## src/rtl/filter_read_addr_gen_pkg.sv

```systemverilog
`default_nettype none
// ============================================================================
//  Module      : filter_read_addr_gen_pkg
//  Description : Shared state encoding and filter-storage constants for the
//                filter read address generator and its completion detector.
//  Revision    : 1.0 - initial release
// ============================================================================
package filter_read_addr_gen_pkg;

    // Sequencer state encoding
    localparam logic [1:0] c_st_idle = 2'd0;
    localparam logic [1:0] c_st_run  = 2'd1;
    localparam logic [1:0] c_st_done = 2'd2;

    // Words of padded filter storage in use, packed from address 0
    localparam int c_filter_pad_length = 12;

    // Highest scratchpad address that can hold filter data; the downstream
    // completion detector compares against this value
    localparam int c_last_pad_addr = c_filter_pad_length - 1;

endpackage
`default_nettype wire

```

## src/rtl/filter_read_addr_gen_if.sv

```systemverilog
`default_nettype none
// ============================================================================
//  Module      : filter_read_addr_gen_if
//  Description : Control and read-handshake bundle between the PE-side
//                controller (master) and the filter read address generator
//                (slave).
//  Revision    : 1.0 - initial release
// ============================================================================
interface filter_read_addr_gen_if #(
    parameter int ADDR_WIDTH        = 8,
    parameter int FILTER_SIZE_WIDTH = 4,
    parameter int WINDOW_CNT_WIDTH  = 8
);
    logic                         start;
    logic [FILTER_SIZE_WIDTH-1:0] filter_size;
    logic [WINDOW_CNT_WIDTH-1:0]  num_windows;
    logic                         rd_ready;
    logic [ADDR_WIDTH-1:0]        read_addr;
    logic                         rd_valid;
    logic                         window_done;
    logic                         filter_done;
    logic                         done;
    logic                         busy;

    modport master (
        output start, filter_size, num_windows, rd_ready,
        input  read_addr, rd_valid, window_done, filter_done, done, busy
    );

    modport slave (
        input  start, filter_size, num_windows, rd_ready,
        output read_addr, rd_valid, window_done, filter_done, done, busy
    );
endinterface
`default_nettype wire

```

## src/rtl/filter_window_counter.sv

```systemverilog
`default_nettype none
// ============================================================================
//  Module      : filter_window_counter
//  Description : Word-offset and window-pass counters for one filter, with
//                last-word / last-window flags used by the sequencer.
//  Revision    : 1.0 - initial release
// ============================================================================
module filter_window_counter
    import filter_read_addr_gen_pkg::*;
#(
    parameter int FILTER_SIZE_WIDTH = 4,
    parameter int WINDOW_CNT_WIDTH  = 8
) (
    input  wire logic                         clk,
    input  wire logic                         rst,
    input  wire logic                         i_clear,
    input  wire logic                         i_advance,
    input  wire logic [FILTER_SIZE_WIDTH-1:0] i_fs,
    input  wire logic [WINDOW_CNT_WIDTH-1:0]  i_nw,
    output logic      [FILTER_SIZE_WIDTH-1:0] o_offset,
    output logic                              o_offset_last,
    output logic                              o_win_last
);

    localparam logic [FILTER_SIZE_WIDTH-1:0] c_fs_one = 1;
    localparam logic [WINDOW_CNT_WIDTH-1:0]  c_nw_one = 1;

    logic [FILTER_SIZE_WIDTH-1:0] r_offset;
    logic [WINDOW_CNT_WIDTH-1:0]  r_win;

    assign o_offset      = r_offset;
    assign o_offset_last = (r_offset == (i_fs - c_fs_one));
    assign o_win_last    = (r_win == (i_nw - c_nw_one));

    // Offset counts words within a pass; window counts passes and both wrap
    // together when the last word of the last pass is consumed
    always_ff @(posedge clk or posedge rst) begin
        if (rst) begin
            r_offset <= '0;
            r_win    <= '0;
        end else if (i_clear) begin
            r_offset <= '0;
            r_win    <= '0;
        end else if (i_advance) begin
            if (!o_offset_last) begin
                r_offset <= r_offset + c_fs_one;
            end else begin
                r_offset <= '0;
                r_win    <= o_win_last ? '0 : (r_win + c_nw_one);
            end
        end
    end

endmodule
`default_nettype wire

```

## src/rtl/filter_read_addr_gen.sv

```systemverilog
`default_nettype none
// ============================================================================
//  Module      : filter_read_addr_gen
//  Description : Walks every packed filter in the padded filter scratchpad
//                once per input window, handshaking each address with the PE.
//  Revision    : 1.0 - initial release
// ============================================================================
module filter_read_addr_gen
    import filter_read_addr_gen_pkg::*;
#(
    parameter int ADDR_WIDTH        = 8,
    parameter int FILTER_SIZE_WIDTH = 4,
    parameter int WINDOW_CNT_WIDTH  = 8,
    parameter int FILTER_PAD_LENGTH = c_filter_pad_length
) (
    input  wire logic                 clk,
    input  wire logic                 rst,
    filter_read_addr_gen_if.slave     bus
);

    // Extended width so base + 2*fs can never wrap in the fit check
    localparam int c_ext_w = ADDR_WIDTH + 2;
    localparam logic [c_ext_w-1:0]    c_pad_len_ext = c_ext_w'(FILTER_PAD_LENGTH);
    localparam logic [ADDR_WIDTH-1:0] c_addr_one    = 1;

    logic [1:0]                   r_state;
    logic [FILTER_SIZE_WIDTH-1:0] r_fs;
    logic [WINDOW_CNT_WIDTH-1:0]  r_nw;
    logic [ADDR_WIDTH-1:0]        r_base;
    logic [ADDR_WIDTH-1:0]        r_read_addr;
    logic                         r_window_done;
    logic                         r_filter_done;

    logic                         w_cfg_ok;
    logic                         w_start_ok;
    logic                         w_beat;
    logic [FILTER_SIZE_WIDTH-1:0] w_offset;
    logic                         w_offset_last;
    logic                         w_win_last;
    logic [ADDR_WIDTH-1:0]        w_addr_inc;
    logic [ADDR_WIDTH-1:0]        w_next_base;
    logic [c_ext_w-1:0]           w_fs_ext;
    logic [c_ext_w-1:0]           w_next_end_ext;
    logic                         w_next_fits;
    logic [31:0]                  w_size_wide;

    // A start is only honoured outside RUN and with a usable configuration
    assign w_size_wide = 32'(bus.filter_size);
    assign w_cfg_ok    = (bus.filter_size != '0) &&
                         (w_size_wide <= 32'(FILTER_PAD_LENGTH)) &&
                         (bus.num_windows != '0);
    assign w_start_ok  = bus.start && (r_state != c_st_run) && w_cfg_ok;
    assign w_beat      = (r_state == c_st_run) && bus.rd_ready;

    // Next address within a pass, and whether another whole filter fits
    assign w_addr_inc     = r_base + ADDR_WIDTH'(w_offset) + c_addr_one;
    assign w_next_base    = r_base + ADDR_WIDTH'(r_fs);
    assign w_fs_ext       = c_ext_w'(r_fs);
    assign w_next_end_ext = c_ext_w'(r_base) + w_fs_ext + w_fs_ext;
    assign w_next_fits    = (w_next_end_ext <= c_pad_len_ext);

    filter_window_counter #(
        .FILTER_SIZE_WIDTH (FILTER_SIZE_WIDTH),
        .WINDOW_CNT_WIDTH  (WINDOW_CNT_WIDTH)
    ) u_counter (
        .clk           (clk),
        .rst           (rst),
        .i_clear       (w_start_ok),
        .i_advance     (w_beat),
        .i_fs          (r_fs),
        .i_nw          (r_nw),
        .o_offset      (w_offset),
        .o_offset_last (w_offset_last),
        .o_win_last    (w_win_last)
    );

    // Sequencer: state, latched configuration, filter base, registered
    // address and the one-cycle completion pulses
    always_ff @(posedge clk or posedge rst) begin
        if (rst) begin
            r_state       <= c_st_idle;
            r_fs          <= '0;
            r_nw          <= '0;
            r_base        <= '0;
            r_read_addr   <= '0;
            r_window_done <= 1'b0;
            r_filter_done <= 1'b0;
        end else begin
            r_window_done <= 1'b0;
            r_filter_done <= 1'b0;
            case (r_state)
                c_st_idle, c_st_done: begin
                    if (w_start_ok) begin
                        r_state     <= c_st_run;
                        r_fs        <= bus.filter_size;
                        r_nw        <= bus.num_windows;
                        r_base      <= '0;
                        r_read_addr <= '0;
                    end
                end
                c_st_run: begin
                    if (bus.rd_ready) begin
                        if (!w_offset_last) begin
                            r_read_addr <= w_addr_inc;
                        end else begin
                            r_window_done <= 1'b1;
                            if (!w_win_last) begin
                                r_read_addr <= r_base;
                            end else begin
                                r_filter_done <= 1'b1;
                                if (w_next_fits) begin
                                    r_base      <= w_next_base;
                                    r_read_addr <= w_next_base;
                                end else begin
                                    // Final address is held for the detector
                                    r_state <= c_st_done;
                                end
                            end
                        end
                    end
                end
                default: r_state <= c_st_idle;
            endcase
        end
    end

    assign bus.read_addr   = r_read_addr;
    assign bus.rd_valid    = (r_state == c_st_run);
    assign bus.busy        = (r_state == c_st_run);
    assign bus.done        = (r_state == c_st_done);
    assign bus.window_done = r_window_done;
    assign bus.filter_done = r_filter_done;

endmodule
`default_nettype wire

```

## src/flat_wrapper.sv

```systemverilog
// flat-port wrapper written by rule: the top's interface ports become plain ports
module filter_read_addr_gen_flat import filter_read_addr_gen_pkg::*;
#(
    parameter int ADDR_WIDTH        = 8,
    parameter int FILTER_SIZE_WIDTH = 4,
    parameter int WINDOW_CNT_WIDTH  = 8,
    parameter int FILTER_PAD_LENGTH = c_filter_pad_length
)
  (clk, rst, bus_start, bus_filter_size, bus_num_windows, bus_rd_ready, bus_read_addr, bus_rd_valid, bus_window_done, bus_filter_done, bus_done, bus_busy);
  filter_read_addr_gen_if #(.ADDR_WIDTH(ADDR_WIDTH), .FILTER_SIZE_WIDTH(FILTER_SIZE_WIDTH), .WINDOW_CNT_WIDTH(WINDOW_CNT_WIDTH)) bus_i ();
  input  wire logic clk;
  input  wire logic rst;
  input wire logic [$bits(bus_i.start)-1:0] bus_start;
  input wire logic [$bits(bus_i.filter_size)-1:0] bus_filter_size;
  input wire logic [$bits(bus_i.num_windows)-1:0] bus_num_windows;
  input wire logic [$bits(bus_i.rd_ready)-1:0] bus_rd_ready;
  output wire logic [$bits(bus_i.read_addr)-1:0] bus_read_addr;
  output wire logic [$bits(bus_i.rd_valid)-1:0] bus_rd_valid;
  output wire logic [$bits(bus_i.window_done)-1:0] bus_window_done;
  output wire logic [$bits(bus_i.filter_done)-1:0] bus_filter_done;
  output wire logic [$bits(bus_i.done)-1:0] bus_done;
  output wire logic [$bits(bus_i.busy)-1:0] bus_busy;
  assign bus_i.start = bus_start;
  assign bus_i.filter_size = bus_filter_size;
  assign bus_i.num_windows = bus_num_windows;
  assign bus_i.rd_ready = bus_rd_ready;
  assign bus_read_addr = bus_i.read_addr;
  assign bus_rd_valid = bus_i.rd_valid;
  assign bus_window_done = bus_i.window_done;
  assign bus_filter_done = bus_i.filter_done;
  assign bus_done = bus_i.done;
  assign bus_busy = bus_i.busy;
  filter_read_addr_gen #(.ADDR_WIDTH(ADDR_WIDTH), .FILTER_SIZE_WIDTH(FILTER_SIZE_WIDTH), .WINDOW_CNT_WIDTH(WINDOW_CNT_WIDTH), .FILTER_PAD_LENGTH(FILTER_PAD_LENGTH)) u_core (.clk(clk), .rst(rst), .bus(bus_i));
endmodule
```

## config.mk

```make
export PLATFORM = sky130hd
export DESIGN_NAME = filter_read_addr_gen_flat
export DESIGN_NICKNAME = d
export VERILOG_FILES = /design/src/rtl/filter_read_addr_gen_pkg.sv /design/src/rtl/filter_read_addr_gen_if.sv /design/src/rtl/filter_window_counter.sv /design/src/rtl/filter_read_addr_gen.sv /design/src/flat_wrapper.sv
export SDC_FILE = /design/constraint.sdc
export NUM_CORES = 1
export LEC_CHECK = 0
export ABC_AREA = 1
export ABC_CLOCK_PERIOD_IN_PS = 3000
export BUFFER_PORTS_ARGS = -buffer_cell sky130_fd_sc_hd__buf_2
export CAP_MARGIN = 20
export CORE_MARGIN = 1.5
export CORE_UTILIZATION = 29
export CTS_BUF_LIST = sky130_fd_sc_hd__clkbuf_8
export CTS_CLUSTER_SIZE = 14
export DETAILED_ROUTE_END_ITERATION = 10
export GPL_ROUTABILITY_DRIVEN = 1
export PLACE_DENSITY_LB_ADDON = 0.05
export RECOVER_POWER = 25
export SYNTH_ARGS = -nofsm -noshare
export SYNTH_HDL_FRONTEND = slang
export SYNTH_SLANG_ARGS = --single-unit
```

## constraint.sdc

```tcl
create_clock -name clk -period 3 [get_ports clk]
set_input_delay 0.6 -clock clk [delete_from_list [all_inputs] [get_ports clk]]
set_output_delay 0.6 -clock clk [all_outputs]
set_load 0.05 [all_outputs]
```

==> impl_metrics.env, run 1 <==
export IMPL_status="finished, violations left"
export IMPL_violations="capacitance limit, slew limit"
export IMPL_tightestPinTransition_ns=1.70
export IMPL_cts_buffers=5
export IMPL_cap_violations=1
export IMPL_dr_pass1_iters=5
export IMPL_core_rowCount=39
export IMPL_die_w_um=111
export IMPL_synthCells=470
export IMPL_hp_class="input port to asynchronous set/reset pin"
export IMPL_fin_crit_sh_pct=92.1
export IMPL_max_freq_ghz=0.362
export IMPL_synth_top_family_by_area="simple AND/OR/NAND/NOR gates"
export IMPL_drc_errors=0
export IMPL_synth_simple_gate_area_share_pct=37.3
export IMPL_rsz0062_at_grt="false"
export IMPL_area_growth_pct=17.1
export IMPL_leakage_nw=2.04
export IMPL_setup_viol=0
export IMPL_final_core_util_pct=34.7
export IMPL_async_flop_share_pct=100
export IMPL_final_area_um2=3950
export IMPL_timing_final_ws_setup_ns=0.237
export IMPL_io_pins=29
export IMPL_synthMuxAreaShare_pct=1.00
export IMPL_clock_latency_ns=0.31
export IMPL_grt_pass1_vias=2975
export IMPL_p_total_mw=4.14
export IMPL_die_h_um=111
export IMPL_cts_htree_levels=2
export IMPL_ys_ff_latch=44
export IMPL_die_area_um2=12300
export IMPL_pre_cts_ws_ns=0.0599
export IMPL_timing_hold_ws_ns=0.276
export IMPL_nFillCells=1224
export IMPL_fin_cells=661
export IMPL_synthFlopType="dfrtp_1"
export IMPL_gp_congestion=0.847
export IMPL_tns_ns=0
export IMPL_postCtsHoldBufs=0
export IMPL_vias=3110
export IMPL_drt_iter0_markers=205
export IMPL_ys_seq_area_share_pct=32.7
export IMPL_hold_viol_final=0
export IMPL_totalWireLength_um=9450
export IMPL_dp_cells=646
export IMPL_ys_types=39
export IMPL_grt_use_total_pct=16.1
export IMPL_worstSetupStartpointType="flop"
export IMPL_worstSetupPathType="flop to flop"
export IMPL_antenna_cells=0
export IMPL_clockRootBuffer="clkbuf_8"
export IMPL_core_um2=11400
export IMPL_finalClockSkew_ns=0.0132
export IMPL_wl_per_cell_um=14.3
export IMPL_antenna_found_initial=0
export IMPL_dp_hpwl_um=7230
export IMPL_max_slew_margin_pct=-13.6
export IMPL_synth_nets=505
export IMPL_yosysWarnings=0
export IMPL_ant_nets=0
export IMPL_port_buffers=28
export IMPL_globalRoute_totalOverflow=0
export IMPL_ir_drop_mv=0.393
export IMPL_cts_buffer_depth=2
export IMPL_grt_pass1_wl_um=15800
export IMPL_synth_edff_count=0
export IMPL_viasPerCell=4.70
export IMPL_required_ns=3.20
export IMPL_p_per_area_nw_per_um2=1050
export IMPL_cts_tree="done"
export IMPL_synth_xor_area_share_pct=5.98
export IMPL_grt_max_degree=45
export IMPL_arrival_ns=2.97
export IMPL_layout_drive_gt1_share_pct=18.5
export IMPL_netlist_area_um2=3370
export IMPL_nets=552
export IMPL_cts_num_sinks=44
export IMPL_end_kind="flop"
export IMPL_placed_area_um2=3750
export IMPL_drv_slew=36
export IMPL_start_util_pct=29.6
export IMPL_critPathMaxFanout=5
export IMPL_fin_crit_ns=2.76
export IMPL_synth_compound_area_share_pct=6.84
export IMPL_syn_avg_cell_area_um2=7.17
export IMPL_path_clk_slew_ns=0.08
export IMPL_synth_fa_ha_area_share_pct=7.73
[power by group]
group | leakage (nW) | total, mW | internal (mW) | switching (mW)
clock network | 0.0593 | 0.467 | 0.244 | 0.223
logic | 1.41 | 2.68 | 0.988 | 1.70
registers | 0.576 | 0.985 | 0.774 | 0.210
[cell usage after synthesis (all sizes together), types with 7 or more instances]
library cell,n,share of area (%)
inv,61,6.8
nor2,43,6.3
o21ai,15,2.2
nand3,54,8.9
dfrtp,44,33
ha,16,5.9
buf,9,1.4
xnor2,7,1.8
nor3,8,1.2
nand2,136,16
xor2,16,4.2
nand4,20,3.7
a21oi,21,3.5
[state kept, by name, indices dropped and copies added (netlist names)]
register                   count
u_core.bus.window_done         1
u_core.u_counter.r_win         8
u_core.bus.filter_done         1
u_core.r_base                  8
u_core.bus.read_addr           8
u_core.r_nw                    8
u_core.u_counter.o_offset      4
u_core.r_state                 2
u_core.r_fs                    4
[metal layers]
metal  global-route usage (%)  part of all wire, %  routed length (um)
met1                     24.9                   54                5070
met2                     22.3                   41                3830
met3                     3.06                  4.1                 383
met4                     5.21                  1.7                 161
met5                        0                    0                   0
[repair_timing]
item | CTS | global route
setup buffers | 0 | 5
gates resized for setup | 0 | 9
setup endpoints to repair | 0 | 18
[area by class of cell]
| class | instances | area [um2] | share of cell area (%) |
|---|---|---|---|
| clock buffer | 5 | 68.8 | 1.74 |
| clock inverter | 3 | 38.8 | 0.983 |
| inverter | 62 | 233 | 5.90 |
| multi-input combinational | 355 | 2020 | 51.3 |
| sequential | 44 | 1100 | 27.9 |
| tap | 143 | 179 | 4.54 |
| timing repair buffer | 49 | 300 | 7.61 |
[cell usage in the layout, fill, tap and decap left out, drive strengths merged, types with 2 or more instances in the layout]
cell and count:
ha 16, fa 3, clkinv 2, or2 2, nand3 55, nor3 8
nor4 2, nand4 20, nor2 43, xnor2 7, o21ai 15, buf 48
nand2 136, inv 62, xor2 16, nand3b 2, mux2 3, clkbuf 5
a21oi 21, dfrtp 44
[path summary, 6_finish.rpt]
kind / end / start / cells after the start / slack, ns
max reg2reg: u_core.bus.read_addr[6]$_DFFE_PP0P_ / u_core.r_base[0]$_DFFE_PP0P_ / 15 / 0.24
max: u_core.bus.read_addr[6]$_DFFE_PP0P_ / u_core.r_base[0]$_DFFE_PP0P_ / 15 / 0.24
min in group clk: u_core.bus.read_addr[2]$_DFFE_PP0P_ / u_core.bus.read_addr[2]$_DFFE_PP0P_ / 2 / 0.48
min reg2reg: u_core.bus.read_addr[2]$_DFFE_PP0P_ / u_core.bus.read_addr[2]$_DFFE_PP0P_ / 2 / 0.48
max in group asynchronous: u_core.r_base[1]$_DFFE_PP0P_ / rst / 3 / 0.57
min: u_core.bus.read_addr[7]$_DFFE_PP0P_ / rst / 2 / 0.28
[kinds of logic after synthesis]
| kind of cell | Yosys count |
|---|---|
| flops | 44 |
| mux | 3 |
| compound gates | 41 |
| xor+xnor | 23 |
| simple gates | 268 |
| fa+ha+maj | 19 |
| buf+inv | 72 |
[worst max-delay path, stage by stage, from the launching register on]
cell	delay, ns
dfrtp_1	0.39
ha_2	0.20
fa_2	0.38
xor2_2	0.16
ha_1	0.35
a21oi_1	0.21
nand2_1	0.11
nand2_1	0.07
nand3b_1	0.08
nand2_1	0.07
nor2_1	0.04
nand2_2	0.14
nand3_4	0.15
buf_4	0.17
nand4_1	0.07
nand2_1	0.06
(Power assumes the default switching activity.)
==> run 2, diff against run 1 <==
- CTS_BUF_LIST: sky130_fd_sc_hd__clkbuf_8 -> not set
==> impl_metrics.env, run 2 (synthesis results as in run 1) <==
export IMPL_core_um2=11400
export IMPL_final_area_um2=3980
export IMPL_hp_class="input port to asynchronous set/reset pin"
export IMPL_arrival_ns=2.97
export IMPL_fin_crit_sh_pct=93.1
export IMPL_pre_cts_ws_ns=0.0599
export IMPL_antenna_found_initial=0
export IMPL_worstSetupPathType="flop to flop"
export IMPL_die_w_um=111
export IMPL_rsz0062_at_grt="false"
export IMPL_crit_start="u_core.r_base[0]$_DFFE_PP0P_"
export IMPL_dr_pass1_iters=4
export IMPL_cts_buffer_depth=2
export IMPL_max_slew_margin_pct=-9.27
export IMPL_worstSetupStartpointType="flop"
export IMPL_cts_tree="done"
export IMPL_globalRoute_totalOverflow=0
export IMPL_cts_buffers=5
export IMPL_placed_area_um2=3750
export IMPL_port_buffers=28
export IMPL_drc_errors=0
export IMPL_reg2reg_from="u_core.r_base[0]$_DFFE_PP0P_"
export IMPL_tightestPinTransition_ns=1.64
export IMPL_status="finished, violations left"
export IMPL_timing_hold_ws_ns=0.300
export IMPL_dp_hpwl_um=7230
export IMPL_totalWireLength_um=9280
export IMPL_path_clk_slew_ns=0.06
export IMPL_clockRootBuffer="clkbuf_16"
export IMPL_cap_violations=1
export IMPL_die_h_um=111
export IMPL_cts_htree_levels=2
export IMPL_tns_ns=0
export IMPL_dp_cells=646
export IMPL_area_growth_pct=18.3
export IMPL_wl_per_cell_um=14.1
export IMPL_multiInputGateArea_um2=2010
export IMPL_nFillCells=1221
export IMPL_hold_viol_final=0
export IMPL_cts_num_sinks=44
export IMPL_antenna_cells=0
export IMPL_grt_use_total_pct=16.1
export IMPL_viasPerCell=4.69
export IMPL_finalClockSkew_ns=0.00833
export IMPL_grt_pass1_vias=2973
export IMPL_fin_crit_ns=2.79
export IMPL_final_cell_mix="nand2_1 (129), nand3_1 (51), inv_1 (49)"
export IMPL_io_pins=29
export IMPL_grt_pass1_wl_um=15800
export IMPL_end_kind="flop"
export IMPL_ant_nets=0
export IMPL_reg2regPathDepth=15
export IMPL_fin_cells=659
export IMPL_layout_commonest_cell="nand2_1"
export IMPL_p_total_mw=4.22
export IMPL_setup_viol=0
export IMPL_ir_drop_mv=0.396
export IMPL_drt_iter0_markers=198
export IMPL_timing_final_ws_setup_ns=0.208
export IMPL_vias=3093
export IMPL_reg2reg_slack_ns=0.21
export IMPL_crit_end="u_core.bus.read_addr[6]$_DFFE_PP0P_"
export IMPL_layout_drive_gt1_share_pct=18.0
export IMPL_nets=550
export IMPL_final_core_util_pct=35.0
export IMPL_leakage_nw=2.07
export IMPL_required_ns=3.17
export IMPL_drv_slew=36
export IMPL_p_per_area_nw_per_um2=1060
export IMPL_regArea_um2=1100
export IMPL_start_util_pct=29.6
export IMPL_max_freq_ghz=0.358
export IMPL_gp_congestion=0.847
export IMPL_grt_max_degree=45
export IMPL_die_area_um2=12300
export IMPL_postCtsHoldBufs=0
export IMPL_violations="capacitance limit, slew limit"
export IMPL_core_rowCount=39
export IMPL_clock_latency_ns=0.29
export IMPL_critPathMaxFanout=8
export IMPL_r2r_end="u_core.bus.read_addr[6]$_DFFE_PP0P_"
run 2: cell types whose count changed in the layout (fill, tap and decap cells not counted):
| cell | previous run | this run |
|---|---|---|
| clkbuf_16 | 0 | 5 |
| nand3_2 | 2 | 1 |
| clkdlybuf4s25_1 | 1 | 0 |
| dlymetal6s4s_1 | 0 | 1 |
| clkbuf_8 | 5 | 0 |
| inv_1 | 50 | 49 |
| clkbuf_1 | 0 | 1 |
| nand2_1 | 128 | 129 |
| nand2_2 | 5 | 4 |
| buf_4 | 20 | 19 |
run 2: how the worst min path moves through the flow:
stage / startpoint / end / slack (ns) / cells past startpoint
floorplan: u_core.r_base[0]$_DFFE_PP0P_ / u_core.r_base[0]$_DFFE_PP0P_ / 0.49 / 2
global placement: u_core.bus.read_addr[2]$_DFFE_PP0P_ / u_core.bus.read_addr[2]$_DFFE_PP0P_ / 0.46 / 2
detailed placement: u_core.bus.read_addr[4]$_DFFE_PP0P_ / u_core.bus.read_addr[4]$_DFFE_PP0P_ / 0.46 / 2
CTS: u_core.bus.read_addr[4]$_DFFE_PP0P_ / u_core.bus.read_addr[4]$_DFFE_PP0P_ / 0.48 / 2
global route: rst / u_core.bus.read_addr[7]$_DFFE_PP0P_ / 0.33 / 2
finish: rst / u_core.bus.read_addr[7]$_DFFE_PP0P_ / 0.30 / 2
run 2: power by group:
part / switching [mW] / internal (mW)
Sequential: 0.212 / 0.776
Clock: 0.236 / 0.392
Combinational: 1.66 / 0.941
Total: 2.11 / 2.11
run 2: final cells by class:
type / count / share of cell area [%]
clock buffer: 6 / 3.23
clock inverter: 2 / 0.879
inverter: 62 / 5.84
multi-input combinational: 354 / 50.5
sequential: 44 / 27.6
tap: 143 / 4.49
timing repair buffer: 48 / 7.41
run 2: what timing repair did:
item,4_1_cts,5_1_grt
endpoints found under the hold margin,0,0
gates resized for setup,0,8
endpoints found under the setup margin,0,18
buffers inserted,0,4
run 2: metal layers:
metal  global-route usage, %  share of wire [%]  up-vias
li1                        -                  -     1623
met1                    24.8                 55     1412
met2                    22.4                 41       48
met3                    3.06                2.8       10
met4                    4.70                1.5        0
met5                       0                  0        -
run 2: worst max-delay path, cell delays in order, from the launching register on:
cell and delay, ns:
dfrtp_1 0.38, ha_2 0.20, fa_2 0.38, xor2_2 0.16, ha_1 0.35, a21oi_1 0.21, nand2_1 0.11, nand2_1 0.07
nand3b_1 0.08, nand2_1 0.07, nor2_1 0.04, nand2_2 0.13, nand3_4 0.16, buf_4 0.19, nand4_1 0.08, nand2_1 0.06
